$ cat src/rtl/bcd_ascii_serializer.sv
// bcd_ascii_serializer: streams a packed BCD word as ASCII digit bytes, MSD first.
module bcd_ascii_serializer #(
  parameter int DIGITS      = 4,
  parameter int LZ_SUPPRESS = 0,
  parameter int TERM_EN     = 0
) (
  input  logic                  clk,
  input  logic                  rst_n,
  input  logic [4*DIGITS-1:0]   bcd,
  input  logic                  bcd_valid,
  output logic                  bcd_ready,
  output logic [7:0]            ascii,
  output logic                  ascii_valid,
  input  logic                  ascii_ready,
  output logic                  last,
  output logic                  validity,
  output logic                  busy
);
  localparam int W = 4 * DIGITS;
  typedef enum logic [1:0] {IDLE, DIGIT, TERM} state_t;
  state_t         state_q, state_d;
  logic [W-1:0]   sh_q, sh_d;
  logic [2:0]     idx_q, idx_d;
  logic           nz_q, nz_d;
  logic           vld_q, vld_d;
  logic           word_ok;
  logic [3:0]     cur;
  logic           blank;
  logic [7:0]     enc;
  assign cur   = sh_q[W-1 -: 4];
  // nz_q remembers that a nonzero (or illegal) digit has already gone out
  assign blank = (LZ_SUPPRESS != 0) && (cur == 4'd0) && !nz_q && (idx_q != 3'd0);
  assign enc   = (cur > 4'd9) ? 8'h3F : blank ? 8'h20 : {4'h3, cur};
  always_comb begin
    word_ok = 1'b1;
    for (int i = 0; i < DIGITS; i++)
      if (bcd[4*i +: 4] > 4'd9) word_ok = 1'b0;
  end
  always_comb begin
    state_d = state_q;
    sh_d    = sh_q;
    idx_d   = idx_q;
    nz_d    = nz_q;
    vld_d   = vld_q;
    case (state_q)
      IDLE: if (bcd_valid) begin
        state_d = DIGIT;
        sh_d    = bcd;
        idx_d   = 3'(DIGITS - 1);
        nz_d    = 1'b0;
        vld_d   = word_ok;
      end
      DIGIT: if (ascii_ready) begin
        sh_d  = sh_q << 4;
        idx_d = idx_q - 3'd1;
        nz_d  = nz_q | (cur != 4'd0);
        if (idx_q == 3'd0) state_d = (TERM_EN != 0) ? TERM : IDLE;
      end
      TERM: if (ascii_ready) state_d = IDLE;
      default: state_d = IDLE;
    endcase
  end
  always_ff @(posedge clk or negedge rst_n) begin
    if (!rst_n) begin
      state_q <= IDLE;
      sh_q    <= '0;
      idx_q   <= '0;
      nz_q    <= 1'b0;
      vld_q   <= 1'b1;
    end else begin
      state_q <= state_d;
      sh_q    <= sh_d;
      idx_q   <= idx_d;
      nz_q    <= nz_d;
      vld_q   <= vld_d;
    end
  end
  assign bcd_ready   = rst_n && (state_q == IDLE);
  assign ascii_valid = (state_q != IDLE);
  assign busy        = (state_q != IDLE);
  assign ascii       = (state_q == DIGIT) ? enc : (state_q == TERM) ? 8'h0D : 8'h00;
  assign last        = (state_q == DIGIT) ? (idx_q == 3'd0) && (TERM_EN == 0) : (state_q == TERM);
  assign validity    = vld_q;
endmodule

$ cat config.mk
export PLATFORM = sky130hd
export DESIGN_NAME = bcd_ascii_serializer
export DESIGN_NICKNAME = d
export VERILOG_FILES = /design/src/rtl/bcd_ascii_serializer.sv
export SDC_FILE = /design/constraint.sdc
export NUM_CORES = 1
export LEC_CHECK = 0
export ABC_CLOCK_PERIOD_IN_PS = 1990
export CAP_MARGIN = 40
export CORE_ASPECT_RATIO = 0.8
export CORE_MARGIN = 8
export CORE_UTILIZATION = 50
export CTS_BUF_LIST = sky130_fd_sc_hd__clkbuf_16
export DETAILED_ROUTE_END_ITERATION = 16
export PLACE_DENSITY = 0.84
export SYNTH_ARGS = -nofsm -noshare
export SYNTH_HDL_FRONTEND = slang
export SYNTH_SLANG_ARGS = --single-unit
$ cat constraint.sdc
create_clock -name clk -period 1.99 [get_ports clk]
set_clock_uncertainty 0.2 [all_clocks]
set_input_delay 0.2985 -clock clk [delete_from_list [all_inputs] [get_ports clk]]
set_output_delay 0.2985 -clock clk [all_outputs]
set_load 0.02 [all_outputs]
# --- Word-level counts from Yosys, hierarchy flattened ---
# Index checks and enable logic that the tools add are counted.
classes:
  magnitude_cmp: 5
  n_eq_ne: 6
  n_reduce_logical: 8
  add_sub_neg: 1
  muxes: 19
ops:
  columns: ["operator", "count"]
  rows:
  - ["$mux W16", 2]
  - ["$pmux W16 S2", 1]
  - ["$gt A4 B4 Y1 const B", 5]
  - ["$mux W2", 4]
  - ["$mux W4", 2]
  - ["$ne A2 B2 Y1 const B", 4]
  - ["$mux W3", 2]
  - ["$mux W6", 1]
  - ["$pmux W2 S3", 1]
  - ["$pmux W3 S2", 1]
  - ["$mux W1", 5]
  - ["$reduce_and A4 Y1", 1]
  - ["$reduce_bool A2 Y1", 2]
  - ["$logic_not A3 Y1", 1]
  - ["$reduce_and A3 Y1", 1]
  - ["$sub A3 B1 Y3 const B", 1]
  - ["$eq A2 B1 Y1 const B", 1]
  - ["$eq A2 B2 Y1 const B", 1]
  - ["$logic_not A2 Y1", 1]
  - ["$reduce_and A2 Y1", 1]
  - ["$logic_and A1 B1 Y1", 1]
word_totals:
  input_bits: 20
  ff_bits: 22
  elab_cells: 43

# --- Longest topological paths before layout ---
# Gate-level depths: netlist (run 1).
logic_depth:
  depth_word: 5
  mapped_depth: 6
  depth_no_buf: 6

# --- Worst setup path before layout (run 1) ---
# OpenSTA, ideal clock, no wires.
synth_path:
  path_kind: "register to output"
  start: "register state_q[0]"
  end: "output port ascii[1]"
  t_arrival_ns: 1.195
  slack_ns: 0.297
  required_time_ns: 1.492
  stages_incl_launch_ff: 4
  n_path_buf: 2
  path_cell_list: "dfrtp_1 > buf_6 > buf_2 > nor2b_1"
synth_between:
  elab_chain_len: 2
synth_rtl:
  columns: ["element", "line", "source"]
  rows:
  - ["from (decl)", "21", "state_t state_q, state_d;"]
  - ["from (signal assigned)", "71", "state_q <= state_d;"]
  - ["$eq A2 B1 Y1", "81", "assign ascii = (state_q == DIGIT) ? enc : (state_q == TERM) ? 8'h0D : 8'h00;"]
  - ["$mux W6", "81", null]
  - ["to (decl)", "12", "output logic [7:0] ascii,"]
# Every way passes these cells.

# --- Worst setup path after layout (run 1) ---
layout_path:
  start: "register vld_q (netlist: validity)"
  end: "output port validity"
layout_rtl:
  columns: ["element", "line", "source"]
  rows:
  - ["from (decl)", "25", "logic vld_q, vld_d;"]
  - ["from (signal assigned)", "75", "vld_q <= vld_d;"]
  - ["to (decl)", "16", "output logic validity,"]
# No word-level cell between the ends.

==> results of run 1 <==
-- registers in the layout, indices dropped and copies added (netlist names) --
| name | cells |
|---|---|
| state_q | 1 |
| sh_q | 16 |
| idx_q | 3 |
| validity | 1 |
-- Yosys cell counts --
library cell	n	area, µm²
sky130_fd_sc_hd__ha_1	2	25.02
sky130_fd_sc_hd__o21ai_0	18	90.09
sky130_fd_sc_hd__a32oi_1	1	8.760
sky130_fd_sc_hd__o21a_1	2	15.01
sky130_fd_sc_hd__buf_2	3	15.01
sky130_fd_sc_hd__and2_1	2	12.51
sky130_fd_sc_hd__nor2b_1	3	18.77
sky130_fd_sc_hd__dfstp_2	1	26.28
sky130_fd_sc_hd__o31ai_1	1	7.510
sky130_fd_sc_hd__inv_1	3	11.26
sky130_fd_sc_hd__mux2i_1	16	160.2
sky130_fd_sc_hd__a31oi_1	1	6.260
sky130_fd_sc_hd__buf_4	6	45.04
sky130_fd_sc_hd__nand4_1	1	6.260
sky130_fd_sc_hd__buf_6	3	33.78
sky130_fd_sc_hd__a21oi_1	2	10.01
sky130_fd_sc_hd__clkbuf_1	1	3.750
sky130_fd_sc_hd__nand2_1	20	75.07
sky130_fd_sc_hd__dfrtp_1	20	500.5
sky130_fd_sc_hd__o22ai_1	4	25.02
sky130_fd_sc_hd__o211ai_1	1	7.510
sky130_fd_sc_hd__mux2i_4	1	22.52
sky130_fd_sc_hd__nor2_1	1	3.750
sky130_fd_sc_hd__conb_1	1	3.750
sky130_fd_sc_hd__nand2b_1	1	6.260
-- stage by stage --
stage / cells / setup TNS, ps / power, mW
6_report: 168 / 0 / 1.918
5_1_grt: 168 / 0 / 2.052
4_1_cts: 168 / 0 / 1.944
3_5_place_dp: 164 / -85.94 / 1.545
3_3_place_gp: 164 / -12.55 / 1.489
2_1_floorplan: 116 / 0 / 1.262
-- path summary, 6_finish.rpt --
kind	from	end	slack [ps]
min in group clk	validity	validity	270
max reg2reg	state_q[0]	sh_q[13]	210
min reg2reg	validity	validity	270
min	rst_n	idx_q[2]	230
max in group asynchronous	rst_n	validity	1090
max	validity	validity	110
-- metal layers --
| metal | vias to the layer above | global-route usage [%] | part of all wire [%] |
|---|---|---|---|
| met5 | - | 0 | 0 |
| met4 | 0 | 6.122 | 2.1 |
| met3 | 7 | 4.195 | 4.6 |
| met2 | 28 | 22.83 | 48 |
| met1 | 403 | 14.17 | 45 |
| li1 | 446 | - | - |
-- layout make-up --
class	instances	share of cell area (%)
clock inverters	1	0.2504
clock buffers	3	5.008
repair buffers	36	22.79
well taps	25	2.087
inverters	3	0.7513
multi-input cells	79	33.89
flip-flops and latches	21	35.23
-- placed cells by master, fill, tap and decap left out, types with 2 or more instances in the layout --
cell type / n
sky130_fd_sc_hd__o22ai_1: 4
sky130_fd_sc_hd__o21ai_0: 18
sky130_fd_sc_hd__nand2_1: 20
sky130_fd_sc_hd__mux2i_1: 16
sky130_fd_sc_hd__nor2b_1: 3
sky130_fd_sc_hd__ha_1: 2
sky130_fd_sc_hd__dfrtp_1: 19
sky130_fd_sc_hd__inv_1: 4
sky130_fd_sc_hd__and2_1: 2
sky130_fd_sc_hd__buf_4: 6
sky130_fd_sc_hd__dlygate4sd2_1: 3
sky130_fd_sc_hd__clkdlybuf4s50_1: 24
sky130_fd_sc_hd__conb_1: 2
sky130_fd_sc_hd__clkbuf_16: 3
sky130_fd_sc_hd__o21a_1: 2
sky130_fd_sc_hd__dlymetal6s2s_1: 2
sky130_fd_sc_hd__a21oi_1: 2
-- logic make-up after synthesis --
logic type,Yosys count
AO/OA/AOI/OAI,30
AND/OR/NAND/NOR,28
flip-flops,21
multiplexers,17
buffers and inverters,16
adder cells (fa/ha/maj),2
other,1
-- where the power goes --
group	total [mW]	internal (mW)	switching (mW)	leakage, nW
logic	0.788	0.375	0.413	0.446
clock network	0.416	0.268	0.148	0.0423
registers	0.714	0.595	0.120	0.271
total	1.92	1.24	0.681	0.760
==> metrics.txt, run 1 <==
# TYPE chip_impl_metric gauge
chip_impl_info{name="outcome",value="completed"} 1
chip_impl_metric{name="finalInstanceArea",unit="µm²"} 1499
chip_impl_metric{name="placementRows",unit=""} 15
chip_impl_metric{name="ctsHoldBuffers",unit=""} 0
chip_impl_metric{name="synth_xor_area_share",unit="%"} 0
chip_impl_metric{name="timing.critical_path.arrival",unit="ps"} 1380
chip_impl_metric{name="final_max_slew_viol_count",unit=""} 0
chip_impl_metric{name="ys.warnings.count",unit=""} 0
chip_impl_metric{name="cp_max_fo",unit=""} 2
chip_impl_metric{name="fp.dieW",unit="µm"} 69.38
chip_impl_metric{name="antenna_left",unit=""} 0
chip_impl_metric{name="cap_violations",unit=""} 0
chip_impl_info{name="tritoncts",value="done"} 1
chip_impl_metric{name="postLayoutCoreUtil",unit="%"} 69.45
chip_impl_metric{name="ioPinCount",unit=""} 33
chip_impl_metric{name="synthSimpleGateAreaFrac",unit="%"} 10.76
chip_impl_metric{name="multi_input_area",unit="µm²"} 508.0
chip_impl_metric{name="syn-instance-count",unit=""} 115
chip_impl_metric{name="post_dp_cell_area",unit="µm²"} 1423
chip_impl_metric{name="synth_seq_area_share",unit="%"} 46.21
chip_impl_metric{name="detail_route.wl_per_cell",unit="µm"} 15.04
chip_impl_metric{name="cts.sink_count",unit=""} 21
chip_impl_metric{name="peakVddDrop",unit="mV"} 0.7171
chip_impl_metric{name="synth_fa_ha_area_share",unit="%"} 2.195
chip_impl_metric{name="gpl.final_weighted_congestion",unit=""} 0.7637
chip_impl_info{name="family_with_the_most_delay_on_the_worst_path",value="buffers and inverters"} 1
chip_impl_metric{name="distinct_cells_synth",unit=""} 25
chip_impl_metric{name="layout-drive-gt1-share",unit="%"} 9.091
chip_impl_metric{name="pin_count_of_the_biggest_net_entering_global_routing",unit=""} 27
chip_impl_info{name="rsz_0062_raised_after_global_routing",value="no"} 1
chip_impl_info{name="worstSetupEndpointType",value="output port"} 1
chip_impl_metric{name="wirelength",unit="mm"} 2.526
chip_impl_metric{name="global_route_wire_length_before_repair",unit="mm"} 4.333
chip_impl_metric{name="worst_ep_required_time",unit="ps"} 1490
chip_impl_metric{name="final_nets",unit=""} 166
chip_impl_metric{name="numPortBuffers",unit=""} 30
chip_impl_metric{name="drc",unit=""} 0
chip_impl_info{name="critical_path.startpoint_type",value="flop"} 1
chip_impl_metric{name="flow.area_growth_from_synthesis",unit="%"} 31.50
chip_impl_info{name="hold_path_class",value="input pin to asynchronous set/reset pin"} 1
chip_impl_metric{name="initialDrtViolationCount",unit=""} 24
chip_impl_metric{name="gr-usage-all-layers",unit="%"} 13.04
chip_impl_metric{name="fillCellCount",unit=""} 180
chip_impl_metric{name="viasPerCell",unit=""} 5.262
chip_impl_metric{name="clkTransAtPathRegs",unit="ps"} 50
chip_impl_metric{name="layout.area.seq",unit="µm²"} 528.0
chip_impl_metric{name="dp_worst_setup_slack",unit="ps"} -85.94
chip_impl_metric{name="setup_ws",unit="ps"} 114.4
chip_impl_metric{name="core_area",unit="µm²"} 2158
chip_impl_metric{name="final_min_period_over_clock_period",unit="%"} 94.25
chip_impl_metric{name="min_tclk_post_route",unit="ps"} 1876
chip_impl_metric{name="synthMuxAreaShare",unit="%"} 16.03
chip_impl_metric{name="worstSkewPairLatency",unit="ps"} 250
chip_impl_metric{name="hold_slack",unit="ps"} 226.3
chip_impl_metric{name="mappedNetlistArea",unit="µm²"} 1140
chip_impl_metric{name="report.final.hold_viol_count",unit=""} 0
chip_impl_metric{name="grt_antenna_before_repair",unit=""} 0
chip_impl_metric{name="floorplan.die_area",unit="µm²"} 4073
chip_impl_metric{name="initial_core_util",unit="%"} 52.81
chip_impl_metric{name="vias",unit=""} 884
chip_impl_info{name="cts_root_buf",value="sky130_fd_sc_hd__clkbuf_16"} 1
chip_impl_metric{name="ctsHtreeMaxLevel",unit=""} 1
chip_impl_metric{name="global_route.overflow_total",unit=""} 0
chip_impl_metric{name="numCtsBuffers",unit=""} 3
chip_impl_metric{name="timing.fmax",unit="MHz"} 533.2
chip_impl_metric{name="post-dp-hpwl",unit="mm"} 1.975
chip_impl_metric{name="pwr_density_cell",unit="nW/µm²"} 1280
chip_impl_metric{name="cts.path.max_buffers",unit=""} 2
chip_impl_metric{name="cts_resized",unit=""} 7
chip_impl_metric{name="antenna_cells",unit=""} 0
chip_impl_metric{name="syn_area_per_cell",unit="µm²"} 9.912
chip_impl_info{name="cpMaxStageDelayCell",value="sky130_fd_sc_hd__clkdlybuf4s50_1"} 1
chip_impl_info{name="path_cells",value="clkdlybuf4s50_1"} 1
chip_impl_info{name="criticalPathCategory",value="flop to output port"} 1
chip_impl_metric{name="worst-path-stages",unit=""} 1
chip_impl_metric{name="reg2regPathDepth",unit=""} 4
chip_impl_info{name="synth_top_family_by_area",value="multiplexers"} 1
chip_impl_metric{name="first_global_vias",unit=""} 947
chip_impl_metric{name="buffers_plus_inverters_on_the_worst_setup_path",unit=""} 1
chip_impl_metric{name="setup_viol_count_final",unit=""} 0
chip_impl_metric{name="drt-pass1-iter-count",unit=""} 4
chip_impl_metric{name="ys_ff_latch",unit=""} 21
chip_impl_metric{name="die-height",unit="µm"} 58.71
chip_impl_metric{name="synth-compound-area-share",unit="%"} 14.93
chip_impl_metric{name="slowest_delay",unit="ps"} 600
chip_impl_metric{name="total_setup_buffers_inserted_after_cts",unit=""} 0
chip_impl_metric{name="leakage",unit="nW"} 0.7601
No activity file was read; power rests on OpenSTA's default activity.
==> run 2, diff against run 1 <==
==> config.mk (replaced) <==
export PLATFORM = sky130hd
export DESIGN_NAME = bcd_ascii_serializer
export DESIGN_NICKNAME = d
export VERILOG_FILES = /design/src/rtl/bcd_ascii_serializer.sv
export SDC_FILE = /design/constraint.sdc
export NUM_CORES = 1
export LEC_CHECK = 0
export ABC_CLOCK_PERIOD_IN_PS = 1600
export CAP_MARGIN = 40
export CORE_ASPECT_RATIO = 0.8
export CORE_MARGIN = 8
export CORE_UTILIZATION = 42
export CTS_BUF_LIST = sky130_fd_sc_hd__clkbuf_16
export DETAILED_ROUTE_END_ITERATION = 16
export GPL_TIMING_DRIVEN = 0
export PLACE_DENSITY = 0.75
export SYNTH_ARGS = -nofsm -noshare
export SYNTH_HDL_FRONTEND = slang
export SYNTH_SLANG_ARGS = --single-unit
==> constraint.sdc (replaced) <==
create_clock -name clk -period 1.6 [get_ports clk]
set_clock_uncertainty 0.2 [all_clocks]
set_input_delay 0.24 -clock clk [delete_from_list [all_inputs] [get_ports clk]]
set_output_delay 0.24 -clock clk [all_outputs]
set_load 0.02 [all_outputs]
==> metrics.txt, run 2 (synthesis gave the netlist of run 1 again) <==
# TYPE chip_impl_metric gauge
chip_impl_info{name="crit_start",value="idx_q[0]"} 1
chip_impl_info{name="path_cells",value="inv_2 > ha_4 > ha_4 > and2_4 > buf_6"} 1
chip_impl_metric{name="ioPinCount",unit=""} 33
chip_impl_metric{name="antenna_left",unit=""} 0
chip_impl_metric{name="cp_max_fo",unit=""} 2
chip_impl_metric{name="gr-usage-all-layers",unit="%"} 12.75
chip_impl_info{name="cell_seen_most_often_among_critical_path_stages",value="sky130_fd_sc_hd__ha_4"} 1
chip_impl_info{name="worstSetupEndpointType",value="output port"} 1
chip_impl_metric{name="dp_worst_setup_slack",unit="ps"} -760.0
chip_impl_info{name="family_with_the_most_delay_on_the_worst_path",value="flip-flops"} 1
chip_impl_metric{name="fp.dieW",unit="µm"} 74.25
chip_impl_metric{name="worst_ep_required_time",unit="ps"} 1160
chip_impl_metric{name="slowest_delay",unit="ps"} 370
chip_impl_metric{name="pwr_density_cell",unit="nW/µm²"} 1636
chip_impl_metric{name="worst-path-stages",unit=""} 5
chip_impl_metric{name="core_area",unit="µm²"} 2680
chip_impl_metric{name="worstSkewPairLatency",unit="ps"} 250
chip_impl_metric{name="dp.cells",unit=""} 183
chip_impl_metric{name="first_global_vias",unit=""} 1066
chip_impl_info{name="hold_path_class",value="input pin to asynchronous set/reset pin"} 1
chip_impl_info{name="final_cell_mix",value="19 x sky130_fd_sc_hd__dfrtp_1, 17 x sky130_fd_sc_hd__buf_4, 16 x sky130_fd_sc_hd__mux2i_1, 16 x sky130_fd_sc_hd__clkdlybuf4s50_1, 14 x sky130_fd_sc_hd__nand2_1"} 1
chip_impl_info{name="regToRegEndpoint",value="sh_q[15]"} 1
chip_impl_info{name="criticalPathCategory",value="flop to output port"} 1
chip_impl_info{name="outcome",value="finished, violations left"} 1
chip_impl_metric{name="grt_antenna_before_repair",unit=""} 0
chip_impl_metric{name="flow.area_growth_from_synthesis",unit="%"} 59.49
chip_impl_metric{name="reg2regPathDepth",unit=""} 6
chip_impl_metric{name="min_tclk_post_route",unit="ps"} 1671
chip_impl_metric{name="initialDrtViolationCount",unit=""} 73
chip_impl_metric{name="drc",unit=""} 0
chip_impl_metric{name="pin_count_of_the_biggest_net_entering_global_routing",unit=""} 18
chip_impl_metric{name="setup_ws",unit="ps"} -70.82
chip_impl_metric{name="layout-drive-gt1-share",unit="%"} 35.98
chip_impl_metric{name="report.final.hold_viol_count",unit=""} 17
chip_impl_metric{name="detail_route.wl_per_cell",unit="µm"} 16.04
chip_impl_metric{name="final_min_period_over_clock_period",unit="%"} 104.4
chip_impl_info{name="cpMaxStageDelayCell",value="sky130_fd_sc_hd__dfrtp_1"} 1
chip_impl_info{name="largest-register",value="sh_q"} 1
chip_impl_metric{name="peakVddDrop",unit="mV"} 0.8305
chip_impl_metric{name="fillCellCount",unit=""} 228
chip_impl_metric{name="initial_core_util",unit="%"} 42.53
chip_impl_metric{name="final_nets",unit=""} 187
chip_impl_metric{name="ctsHtreeMaxLevel",unit=""} 1
chip_impl_metric{name="cts.sink_count",unit=""} 21
chip_impl_metric{name="die-height",unit="µm"} 62.60
chip_impl_info{name="failed_checks",value="negative hold slack, negative setup slack"} 1
chip_impl_info{name="tritoncts",value="done"} 1
chip_impl_info{name="most_common_library_cell_in_the_layout_ignoring_fill_and_taps",value="sky130_fd_sc_hd__dfrtp_1"} 1
chip_impl_metric{name="postLayoutCoreUtil",unit="%"} 67.83
chip_impl_metric{name="global_route.overflow_total",unit=""} 0
chip_impl_metric{name="totalPowerFinal",unit="mW"} 2.974
chip_impl_metric{name="timing.fmax",unit="MHz"} 598.5
chip_impl_metric{name="largest_reg_flops",unit=""} 16
chip_impl_metric{name="buffers_plus_inverters_on_the_worst_setup_path",unit=""} 2
chip_impl_metric{name="post_dp_cell_area",unit="µm²"} 1506
chip_impl_info{name="rsz_0062_raised_after_global_routing",value="yes"} 1
chip_impl_info{name="crit-reg2reg-launch",value="state_q[0]"} 1
chip_impl_metric{name="timing.critical_path.arrival",unit="ps"} 1230
chip_impl_metric{name="cts.path.max_buffers",unit=""} 2
chip_impl_metric{name="post-dp-hpwl",unit="mm"} 2.141
chip_impl_metric{name="viasPerCell",unit=""} 5.074
chip_impl_metric{name="instances_no_fill",unit=""} 202
chip_impl_metric{name="floorplan.die_area",unit="µm²"} 4647
chip_impl_metric{name="wirelength",unit="mm"} 3.240
chip_impl_metric{name="regToRegSetupSlack",unit="ps"} -40
chip_impl_metric{name="vias",unit=""} 1025
chip_impl_metric{name="numCtsBuffers",unit=""} 3
chip_impl_metric{name="timing.setup.tns",unit="ps"} -245.9
chip_impl_metric{name="antenna_cells",unit=""} 0
chip_impl_metric{name="finalInstanceArea",unit="µm²"} 1818
chip_impl_metric{name="final_max_slew_viol_count",unit=""} 0
chip_impl_metric{name="numPortBuffers",unit=""} 28
chip_impl_metric{name="setup_viol_count_final",unit=""} 7
chip_impl_info{name="largest_registers",value="sh_q x16, idx_q x3"} 1
chip_impl_metric{name="gpl.final_weighted_congestion",unit=""} 0.8003
chip_impl_metric{name="drt-pass1-iter-count",unit=""} 4
chip_impl_metric{name="global_route_wire_length_before_repair",unit="mm"} 4.712
chip_impl_info{name="endpoint_of_the_worst_setup_timing_path",value="last"} 1
chip_impl_metric{name="ctsHoldBuffers",unit=""} 1
chip_impl_metric{name="hold_slack",unit="ps"} -31.51
chip_impl_info{name="critical_path.startpoint_type",value="flop"} 1
chip_impl_metric{name="leakage",unit="nW"} 0.8818
chip_impl_metric{name="placementRows",unit=""} 17
chip_impl_metric{name="cap_violations",unit=""} 0
chip_impl_info{name="cts_root_buf",value="sky130_fd_sc_hd__clkbuf_16"} 1
chip_impl_metric{name="clkTransAtPathRegs",unit="ps"} 60
-- run 2: changes by cell type in the layout (fill, tap and decap cells not counted), moves of 7 or more --
cell | previous run | this run
sky130_fd_sc_hd__buf_6 | 0 | 13
sky130_fd_sc_hd__buf_4 | 6 | 17
sky130_fd_sc_hd__o21ai_0 | 18 | 7
sky130_fd_sc_hd__clkdlybuf4s50_1 | 24 | 16
sky130_fd_sc_hd__o21ai_1 | 0 | 7
-- run 2: routing by layer --
metal | GRT usage (%) | share of wire [%] | up-vias
met5 | 0 | 0 | -
met4 | 3.415 | 1.5 | 0
met3 | 4.808 | 5.4 | 6
met2 | 21.93 | 51 | 34
met1 | 14.11 | 42 | 494
li1 | - | - | 491
-- run 2: power by group --
part	leakage [nW]	switching, mW	internal, mW
logic	0.568	0.719	0.839
registers	0.271	0.157	0.740
clock network	0.0423	0.186	0.333
total	0.882	1.06	1.91
-- run 2: what timing repair did --
| item | CTS | global route |
|---|---|---|
| resized for setup | 53 | 34 |
| buffers inserted | 5 | 7 |
| endpoints found under the hold margin | 4 | 17 |
| cloned | 0 | 2 |
| endpoints found under the setup margin | 11 | 21 |
| pin swaps | 3 | 5 |
-- run 2: cell type report --
cell class,instances,area [µm²],area share (%)
plain buffers,13,125.1,6.882
clock buffers,3,75.07,4.129
clock inverters,1,3.754,0.2065
flip-flops and latches,21,528.0,29.04
repair buffers,44,436.7,24.02
well taps,38,47.55,2.615
multi-input cells,79,590.6,32.48
inverters,3,11.26,0.6194
-- run 2: worst min path at each step --
stage	cells after the start	from	to	slack, ps
after detailed placement	2	sh_q[9]	sh_q[9]	270
after global placement	2	sh_q[7]	sh_q[7]	260
after CTS	2	rst_n	sh_q[10]	-30
after floorplan	0	rst_n	idx_q[0]	-260
after global routing	1	rst_n	validity	-20
final	2	rst_n	sh_q[10]	-30
==> run 3, diff against run 2 <==
--- a/config.mk
+++ b/config.mk
@@ -13,7 +13,7 @@
 export CTS_BUF_LIST = sky130_fd_sc_hd__clkbuf_16
 export DETAILED_ROUTE_END_ITERATION = 16
 export GPL_TIMING_DRIVEN = 0
-export PLACE_DENSITY = 0.75
+export PLACE_DENSITY = 0.74
 export SYNTH_ARGS = -nofsm -noshare
 export SYNTH_HDL_FRONTEND = slang
 export SYNTH_SLANG_ARGS = --single-unit
==> metrics.txt, run 3 (synthesis gave the netlist of run 1 again) <==
# TYPE chip_impl_metric gauge
chip_impl_info{name="outcome",value="finished, violations left"} 1
chip_impl_info{name="failed_checks",value="negative setup slack"} 1
chip_impl_metric{name="min_tclk_post_route",unit="ps"} 1678
chip_impl_info{name="rsz_0062_raised_after_global_routing",value="yes"} 1
chip_impl_metric{name="gpl.final_weighted_congestion",unit=""} 0.7821
chip_impl_metric{name="antenna_cells",unit=""} 0
chip_impl_metric{name="report.final.hold_viol_count",unit=""} 0
chip_impl_metric{name="antenna_left",unit=""} 0
chip_impl_metric{name="drt-pass1-iter-count",unit=""} 4
chip_impl_metric{name="core_area",unit="µm²"} 2680
chip_impl_metric{name="fp.dieW",unit="µm"} 74.25
chip_impl_metric{name="initial_core_util",unit="%"} 42.53
chip_impl_metric{name="layout.area.seq",unit="µm²"} 528.0
chip_impl_metric{name="regToRegSetupSlack",unit="ps"} 90
chip_impl_metric{name="worst_ep_required_time",unit="ps"} 1160
chip_impl_metric{name="wirelength",unit="mm"} 2.890
chip_impl_metric{name="seq_power_share",unit="%"} 31.6
chip_impl_metric{name="numPortBuffers",unit=""} 28
chip_impl_info{name="hold_path.startpoint",value="bcd_valid"} 1
chip_impl_metric{name="power.clock.fraction",unit="%"} 18.7
chip_impl_metric{name="slowest_delay",unit="ps"} 370
chip_impl_info{name="largest-register",value="sh_q"} 1
chip_impl_metric{name="timing.fmax",unit="MHz"} 596.0
chip_impl_metric{name="pwr_density_cell",unit="nW/µm²"} 1609
chip_impl_info{name="final_cell_mix",value="20 x sky130_fd_sc_hd__nand2_1, 19 x sky130_fd_sc_hd__dfrtp_1, 18 x sky130_fd_sc_hd__o21ai_0"} 1
chip_impl_metric{name="post-dp-hpwl",unit="mm"} 2.112
chip_impl_metric{name="worstMarginPinSlew",unit="ps"} 640.8
chip_impl_metric{name="total_switching_power",unit="mW"} 0.9645
chip_impl_info{name="largest_registers",value="sh_q x16, idx_q x3"} 1
chip_impl_metric{name="placementRows",unit=""} 17
chip_impl_info{name="regToRegEndpoint",value="sh_q[13]"} 1
chip_impl_metric{name="timing.critical_path.arrival",unit="ps"} 1240
chip_impl_metric{name="power.combinational.fraction",unit="%"} 49.6
chip_impl_metric{name="setup_viol_count_final",unit=""} 6
chip_impl_info{name="criticalPathCategory",value="flop to output port"} 1
chip_impl_metric{name="ctsHtreeMaxLevel",unit=""} 1
chip_impl_metric{name="largest_reg_flops",unit=""} 16
chip_impl_info{name="family_with_the_most_delay_on_the_worst_path",value="flip-flops"} 1
chip_impl_info{name="worstSetupEndpointType",value="output port"} 1
chip_impl_metric{name="final_max_slew_viol_count",unit=""} 0
chip_impl_metric{name="numCtsBuffers",unit=""} 3
chip_impl_info{name="cts_root_buf",value="sky130_fd_sc_hd__clkbuf_16"} 1
chip_impl_info{name="path_cells",value="inv_2 > ha_4 > ha_4 > and2_4 > buf_6"} 1
chip_impl_info{name="hold_path_class",value="input pin to flop"} 1
chip_impl_metric{name="global_route_wire_length_before_repair",unit="mm"} 4.905
chip_impl_info{name="crit-reg2reg-launch",value="state_q[0]"} 1
chip_impl_metric{name="peakVddDrop",unit="mV"} 0.8864
chip_impl_info{name="hold_path_end",value="idx_q[2]"} 1
chip_impl_metric{name="fillCellCount",unit=""} 246
chip_impl_metric{name="cell_internal_pwr",unit="mW"} 1.820
chip_impl_metric{name="dp_worst_setup_slack",unit="ps"} -844.5
chip_impl_metric{name="cp_max_fo",unit=""} 2
chip_impl_metric{name="cts.sink_count",unit=""} 21
chip_impl_metric{name="setup_ws",unit="ps"} -77.89
chip_impl_metric{name="pin_count_of_the_biggest_net_entering_global_routing",unit=""} 15
chip_impl_metric{name="layout-drive-gt1-share",unit="%"} 27.50
chip_impl_metric{name="totalPowerFinal",unit="mW"} 2.784
chip_impl_info{name="most_common_library_cell_in_the_layout_ignoring_fill_and_taps",value="sky130_fd_sc_hd__nand2_1"} 1
chip_impl_metric{name="detail_route.wl_per_cell",unit="µm"} 14.60
chip_impl_metric{name="drc",unit=""} 0
chip_impl_metric{name="multi_input_area",unit="µm²"} 553.0
chip_impl_metric{name="timing.setup.tns",unit="ps"} -272.6
chip_impl_info{name="cpMaxStageDelayCell",value="sky130_fd_sc_hd__dfrtp_1"} 1
chip_impl_metric{name="netSwitchingFraction",unit="%"} 34.64
chip_impl_metric{name="buffers_plus_inverters_on_the_worst_setup_path",unit=""} 2
chip_impl_metric{name="worstSkewPairLatency",unit="ps"} 250
chip_impl_metric{name="cap_violations",unit=""} 0
chip_impl_metric{name="clkTransAtPathRegs",unit="ps"} 60
chip_impl_metric{name="gr-usage-all-layers",unit="%"} 12.79
chip_impl_metric{name="floorplan.die_area",unit="µm²"} 4647
chip_impl_metric{name="worst-path-stages",unit=""} 5
chip_impl_metric{name="post_dp_cell_area",unit="µm²"} 1494
chip_impl_metric{name="global_route.overflow_total",unit=""} 0
chip_impl_metric{name="flow.area_growth_from_synthesis",unit="%"} 51.81
chip_impl_info{name="critical_path.startpoint_type",value="flop"} 1
chip_impl_metric{name="die-height",unit="µm"} 62.60
chip_impl_metric{name="first_global_vias",unit=""} 1072
chip_impl_metric{name="reg2regPathDepth",unit=""} 5
chip_impl_metric{name="ioPinCount",unit=""} 33
chip_impl_metric{name="final_nets",unit=""} 183
chip_impl_metric{name="grt_antenna_before_repair",unit=""} 0
chip_impl_metric{name="cts.path.max_buffers",unit=""} 2
chip_impl_info{name="tritoncts",value="done"} 1
chip_impl_metric{name="vias",unit=""} 984
chip_impl_metric{name="initialDrtViolationCount",unit=""} 26
chip_impl_metric{name="finalInstanceArea",unit="µm²"} 1730
chip_impl_metric{name="viasPerCell",unit=""} 4.970
chip_impl_info{name="cell_seen_most_often_among_critical_path_stages",value="sky130_fd_sc_hd__ha_4"} 1
chip_impl_metric{name="leakage",unit="nW"} 0.8415
chip_impl_metric{name="maxSlewHeadroom",unit="%"} 57.14
chip_impl_metric{name="hold_path_depth",unit=""} 2
chip_impl_metric{name="final_min_period_over_clock_period",unit="%"} 104.9
## run 3: cell count changes in the layout (fill, tap and decap cells not counted), sizes merged
cell	previous run	this run
dlygate4sd3	1	2
buf	33	28
## run 3: worst register-to-register path, stage by stage (launching register included)
cell	delay (ps)
sky130_fd_sc_hd__dfrtp_2	400
sky130_fd_sc_hd__buf_6	140
sky130_fd_sc_hd__buf_6	120
sky130_fd_sc_hd__mux2i_4	280
sky130_fd_sc_hd__buf_6	170
sky130_fd_sc_hd__o21ai_0	90
## run 3: what timing repair did
item / in CTS / in global routing
hold buffers: 2 / 0
gates resized for setup: 58 / 3
setup endpoints to repair: 11 / 21
endpoints found under the hold margin: 21 / 0
buffers inserted: 5 / 4
pin swaps: 3 / 0
## run 3: worst max-delay path by stage
| stage | startpoint | to | slack (ps) |
|---|---|---|---|
| final | idx_q[0] | last | -80 |
| after global routing | state_q[0] | last | -110 |
| after CTS | idx_q[0] | last | -80 |
| after detailed placement | rst_n | bcd_ready | -840 |
| after global placement | rst_n | bcd_ready | -1060 |
| after floorplan | state_q[0] | last | 50 |
## run 3: cell type report
cell class | count | area share (%)
multi-input cells | 79 | 31.96
flip-flops and latches | 21 | 30.51
repair buffers | 40 | 22.34
plain buffers | 13 | 7.231
clock buffers | 3 | 4.338
well taps | 38 | 2.748
inverters | 3 | 0.6508
clock inverters | 1 | 0.2169
## run 3: routing by layer
metal | part of all wire, % | global-route usage, %
met5 | 0 | 0
met4 | 0.17 | 1.463
met3 | 5.5 | 4.006
met2 | 48 | 21.27
met1 | 46 | 16.01
## run 3: power groups by stage
stage	Sequential [mW]	Clock (mW)	Combinational, mW
2_1_floorplan	0.866	0	0.721
4_1_cts	0.880	0.533	1.30
5_1_grt	0.910	0.556	1.50
6_report	0.881	0.522	1.38
3_5_place_dp	0.888	0	1.11
3_3_place_gp	0.870	0	1.08
## run 3: per-stage QoR
stage / utilization [%] / hold WS, ps / instances
after global routing: 64.57 / 169.1 / 198
after CTS: 63.03 / 141.0 / 194
after global placement: 55.18 / 262.7 / 182
after detailed placement: 55.74 / 270.4 / 183
after floorplan: - / -255.6 / 116
final: 64.57 / 142.8 / 198
